$ cat config.mk
export PLATFORM = sky130hd
export DESIGN_NAME = itlb_refill_ctrl
export DESIGN_NICKNAME = d
export VERILOG_FILES = /design/src/rtl/itlb_refill_ctrl.sv
export SDC_FILE = /design/constraint.sdc
export NUM_CORES = 1
export LEC_CHECK = 0
export CAP_MARGIN = 30
export CORE_AREA = 2 2 150 152
export DETAILED_ROUTE_END_ITERATION = 16
export DIE_AREA = 0 0 152 154
export GPL_ROUTABILITY_DRIVEN = 0
export PLACE_DENSITY = 0.68
export RECOVER_POWER = 25
export SLEW_MARGIN = 30
export SYNTH_ARGS = -nofsm -noshare
export SYNTH_HDL_FRONTEND = slang
export SYNTH_SLANG_ARGS = --single-unit
$ cat constraint.sdc
create_clock -name clk_i -period 1.9 [get_ports clk_i]
set_clock_uncertainty 0.1 [all_clocks]
set_input_delay 0.38 -clock clk_i [delete_from_list [all_inputs] [get_ports clk_i]]
set_output_delay 0.38 -clock clk_i [all_outputs]
set_load 0.005 [all_outputs]
$ cat src/rtl/itlb_refill_ctrl.sv
// ITLB miss handler: allocates a victim slot, walks the page table, then writes the entry or reports a fault.
// Optional perf counters are enabled with `define ITLB_REFILL_PERF_CNT_EN.
module itlb_refill_ctrl #(
    parameter int ENTRY_NUM = 32,
    parameter int VPN_W     = 27,
    parameter int PPN_W     = 44,
    parameter int ASID_W    = 16
) (
    input  logic                 clk_i,
    input  logic                 rstn_i,
    input  logic                 miss_vld_i,
    input  logic [VPN_W-1:0]     miss_vpn_i,
    input  logic [ASID_W-1:0]    miss_asid_i,
    output logic                 miss_rdy_o,
    input  logic                 flush_i,
    output logic                 refill_rq_o,
    input  logic [ENTRY_NUM-1:0] refill_onehot_i,
    output logic                 refill_vld_o,
    output logic [ENTRY_NUM-1:0] refill_we_o,
    output logic [VPN_W-1:0]     refill_vpn_o,
    output logic [ASID_W-1:0]    refill_asid_o,
    output logic [PPN_W-1:0]     refill_ppn_o,
    output logic [7:0]           refill_perm_o,
    output logic [1:0]           refill_lvl_o,
    output logic                 ptw_req_vld_o,
    input  logic                 ptw_req_rdy_i,
    output logic [VPN_W-1:0]     ptw_req_vpn_o,
    input  logic                 ptw_resp_vld_i,
    input  logic [PPN_W-1:0]     ptw_resp_ppn_i,
    input  logic [7:0]           ptw_resp_perm_i,
    input  logic [1:0]           ptw_resp_lvl_i,
    input  logic                 ptw_resp_fault_i,
    output logic                 fault_vld_o,
    output logic [VPN_W-1:0]     fault_vpn_o,
    output logic                 busy_o,
    output logic [31:0]          refill_cnt_o,
    output logic [31:0]          fault_cnt_o
);

    typedef enum logic [2:0] {
        IDLE, ALLOC, PTW_REQ, PTW_WAIT, WRITE, DRAIN
    } state_e;

    state_e              state_q, state_d;
    logic [VPN_W-1:0]    vpn_q;
    logic [ASID_W-1:0]   asid_q;
    logic [PPN_W-1:0]    ppn_q;
    logic [7:0]          perm_q;
    logic [1:0]          lvl_q;
    logic                fault_q, fault_d;
    logic                accept, resp_take, resp_bad;

    assign accept    = (state_q == IDLE) && miss_vld_i && !flush_i;
    assign resp_take = (state_q == PTW_WAIT) && ptw_resp_vld_i && !flush_i;
    // Level 3 does not exist in Sv39, so it is treated like an invalid PTE.
    assign resp_bad  = ptw_resp_fault_i || !ptw_resp_perm_i[0] || (ptw_resp_lvl_i == 2'd3);

    // NOTE: every combinational output gets a default first so no latch is inferred.
    always_comb begin
        state_d = state_q;
        fault_d = 1'b0;
        case (state_q)
            IDLE:     if (accept) state_d = ALLOC;
            ALLOC:    state_d = flush_i ? IDLE : PTW_REQ;
            PTW_REQ: begin
                if (ptw_req_rdy_i)  state_d = flush_i ? DRAIN : PTW_WAIT;
                else if (flush_i)   state_d = IDLE;
            end
            PTW_WAIT: begin
                if (ptw_resp_vld_i) begin
                    if (flush_i)       state_d = IDLE;
                    else if (resp_bad) begin
                        state_d = IDLE;
                        fault_d = 1'b1;
                    end else           state_d = WRITE;
                end else if (flush_i) begin
                    state_d = DRAIN;
                end
            end
            WRITE:    state_d = IDLE;
            DRAIN:    if (ptw_resp_vld_i) state_d = IDLE;
            default:  state_d = IDLE;
        endcase
    end

    // NOTE: sequential state uses non-blocking assignments so all flops update together.
    always_ff @(posedge clk_i or negedge rstn_i) begin
        if (!rstn_i) begin
            state_q <= IDLE;
            fault_q <= 1'b0;
            vpn_q   <= '0;
            asid_q  <= '0;
            ppn_q   <= '0;
            perm_q  <= '0;
            lvl_q   <= '0;
        end else begin
            state_q <= state_d;
            fault_q <= fault_d;
            if (accept) begin
                vpn_q  <= miss_vpn_i;
                asid_q <= miss_asid_i;
            end
            if (resp_take) begin
                ppn_q  <= ptw_resp_ppn_i;
                perm_q <= ptw_resp_perm_i;
                lvl_q  <= ptw_resp_lvl_i;
            end
        end
    end

    assign miss_rdy_o    = (state_q == IDLE);
    assign busy_o        = (state_q != IDLE);
    assign refill_rq_o   = (state_q == ALLOC);
    assign ptw_req_vld_o = (state_q == PTW_REQ);
    assign ptw_req_vpn_o = vpn_q;
    assign refill_vld_o  = (state_q == WRITE);
    assign refill_we_o   = (state_q == WRITE) ? refill_onehot_i : '0;
    assign refill_vpn_o  = vpn_q;
    assign refill_asid_o = asid_q;
    assign refill_ppn_o  = ppn_q;
    assign refill_perm_o = perm_q;
    assign refill_lvl_o  = lvl_q;
    assign fault_vld_o   = fault_q;
    assign fault_vpn_o   = vpn_q;

`ifdef ITLB_REFILL_PERF_CNT_EN
    logic [31:0] refill_cnt_q, fault_cnt_q;

    // Saturating counters; a flush never clears them.
    always_ff @(posedge clk_i or negedge rstn_i) begin
        if (!rstn_i) begin
            refill_cnt_q <= '0;
            fault_cnt_q  <= '0;
        end else begin
            if ((state_q == WRITE) && (refill_cnt_q != '1)) refill_cnt_q <= refill_cnt_q + 32'd1;
            if (fault_q && (fault_cnt_q != '1))             fault_cnt_q  <= fault_cnt_q + 32'd1;
        end
    end

    assign refill_cnt_o = refill_cnt_q;
    assign fault_cnt_o  = fault_cnt_q;
`else
    assign refill_cnt_o = '0;
    assign fault_cnt_o  = '0;
`endif

    // A non-one-hot victim is still written as-is, but it signals a replacement-unit bug.
    a_victim_onehot: assert property (@(posedge clk_i) disable iff (!rstn_i)
        (state_q == WRITE) |-> $onehot(refill_onehot_i));

endmodule

==> run metrics <==
Synth Area in Adders=0; leakage=0.00421 uW; Synth Area in Compound Gates=0.0105; area occupied by multi-input gates=2100 sq um; share of cells above drive strength 1=0.329; switch share=0.291; All-Layer GR Usage=0.137; period utilization=1.09; worst setup path start=state_q[1]; Seq/Total Area, Yosys=0.483; multiplexer share of the synthesized area=0.239; final count of pins violating max slew=0; power after layout=12,700 uW; commonest register cell after synthesis=dfrtp_1; IO Pins=approximately 390; ys async rst share=1.00; failing checks=negative setup slack; R2R Path Start=state_q[1]; Clock Latency Late Sink=0.35 ns; WL/cell=17.0 microns; CP Buf/Inv Count=3; final setup fails=78; WP depth=6; Initial Util=0.241; Seq pwr share=0.311; critical path class=reg -> reg; Critical Path, Cell by Cell=buf_6 > or3_4 > buf_6 > or2_4 > clkbuf_16 > mux2_4; max_cap viols=0; post-synthesis simple-gate area fraction=0.0655; htree depth=3; Slowest cell on crit path=dfrtp_1; fmax=483 MHz; PnR worst setup slack=-0.169 ns; crit-path max cell delay=0.43 ns; Slew @ Worst Pin=about 0.63 ns; Post-route DRC=0; Worst setup endpoint=refill_asid_o[15]; CTS tree=yes; most common cell after layout, fill and taps aside=clkdlybuf4s50_1; routed wl met2=8.99 mm; Synth Register Bits=101; EDFF count, synth=0; Internal=9010 uW; Die Span X=152 microns; CP delay by family, top=simple AND/OR/NAND/NOR gates; most frequent cells in the layout=clkdlybuf4s50_1 (285), dfrtp_1 (96), conb_1 (64); 1st-pass router iterations=4; Inserted Clock Buffers=9; Max VDD drop=0.000524 V; number of global-route vias before repair=slightly above 4,000; PwrDens=1380 nW/um^2; XOR/XNOR Fraction of Synth Area=0; drt initial violations=between 100 and 150; # port buffers=324; Die Ht=154 microns; Syn Area/Cell=13.0 sq um; CTS max path bufs=2; post-synthesis cell type count=33; r2r setup slk=-0.17 ns; Psw=3690 uW; Worst Path Required=a little over 2 ns; Detail Route Antenna Nets=0; CP Launch Type=flop; FP Rows=54; Synth-to-Final Area Change=75.2%; reg-to-reg endpoint=refill_asid_o[15]; synthesized cell area=around 5200 sq um; Gate power share=0.545; core area=approximately 22,000 sq um; Layout Nets=roughly 840; Final Hold Fails=0; unrepaired setup endpoints after global routing=yes; largest net degree at the start of global routing=37; Syn Inst Count=401; antenna cell count=0; worst reg-to-reg path cell count=6; critical path arrival=2.20 ns; Fillers=2,011; clock share of power=0.144; Vias=4,009; Yosys warnings=0; fin crit period=2.07 ns; flip-flop and latch area=2530 sq um; clock sinks=approximately 100; min-delay worst type=reg -> reg; routed wire length=16.9 mm; initial antenna violation count=0; slew margin rel.=0.583; gr ovfl total=0; final core occ=0.423; crit end category=flop; CTS clk-pin slew, worst paths=0.08 ns; Max Used Layer=met4; main combinational cell family by area after synthesis=multiplexers; hpwl dp=11.8 mm; vias per cell=4.04; status=complete, but fails checks; met1 WL=6.27 mm; Clock Tree Root=clkbuf_16; Fin Setup TNS=-9.11 ns; DR WL met3=1.33 mm; CP most frequent cell=buf_6; worst hold slack=0.404 ns; die area=23,400 sq um; first-pass GRT wire length=between 20 and 25 mm; worst-path maximum fanout=8
==> kinds of logic (layout without fill, tap and decap cells) <==
| kind of cell | count (synthesis) | in the layout |
|---|---|---|
| AOI/OAI and AO/OA | 7 | 7 |
| other | 1 | 64 |
| buffers and inverters | 141 | 389 |
| and+or+nand+nor | 53 | 53 |
| DFF | 101 | 101 |
| muxes | 98 | 98 |
==> sequential cells by signal, summed over array words and instances (netlist names) <==
name and count:
refill_ppn_o 44, refill_lvl_o 2, fault_vpn_o 27, state_q 3, refill_asid_o 16, fault_vld_o 1
refill_perm_o 8
==> layout make-up <==
| cell class | count | area share |
|---|---|---|
| clock inverter | 7 | 0.00710 |
| clock buffer | 9 | 0.0246 |
| sequential | 101 | 0.276 |
| multi-input combinational | 222 | 0.229 |
| timing repair buffer | 370 | 0.424 |
| inverter | 3 | 0.00123 |
| tap | 280 | 0.0382 |
==> synthesized netlist by cell type, drive strengths merged (2+ instances only) <==
master	n	share of area
buf	128	0.19
dfrtp	101	0.48
mux2	97	0.24
and3	33	0.039
clkbuf	10	0.0072
inv	3	0.0022
nor3b	3	0.0043
nand2	2	0.0014
nand2b	2	0.0024
nor2	2	0.0014
nor2b	2	0.0024
==> worst min-delay path by stage <==
stage	cells past startpoint	slack (ns)	from	end
final	1	0.40	refill_ppn_o[20]	refill_ppn_o[20]
after global placement	1	0.21	rstn_i	fault_vpn_o[19]
after detailed placement	1	0.21	rstn_i	fault_vpn_o[19]
after global routing	1	0.42	refill_perm_o[2]	refill_perm_o[2]
after floorplan	0	-0.02	rstn_i	fault_vld_o
after CTS	2	0.38	rstn_i	refill_asid_o[10]
==> power by group through the flow <==
| stage | clock network [uW] | logic [uW] | registers [uW] |
|---|---|---|---|
| finish | 1830 | 6920 | 3950 |
| floorplan | 0 | 2770 | 3900 |
| global placement | 0 | 6040 | 3930 |
| detailed placement | 0 | 6110 | 3970 |
| global route | 2010 | 7290 | 4120 |
| CTS | 1900 | 6940 | 3950 |
==> layer usage <==
metal / vias to the layer above / global-route usage
met1: 1965 / 0.145
met3: 12 / 0.0451
li1: 1799 / -
met5: - / 0
met2: 233 / 0.254
met4: 0 / 0.0441
==> through the flow <==
stage | cells | area [sq um] | worst slack, ns
after floorplan | 464 | 5470 | 0.0622
after global placement | 949 | 8240 | -0.198
after detailed placement | 949 | 8240 | -0.214
after CTS | 987 | 8950 | -0.225
after global routing | 992 | 9170 | -0.232
final | 992 | 9170 | -0.169
==> timing repair <==
| item | in CTS | in global routing |
|---|---|---|
| hold buffers | 1 | 0 |
| pin swaps | 13 | 15 |
| cloned | 9 | 4 |
| resized for setup | 206 | 54 |
| buffers inserted | 12 | 11 |
| endpoints found under the hold margin | 21 | 0 |
| endpoints found under the setup margin | 134 | 140 |
Note: power is estimated with default switching activity, not from simulation.
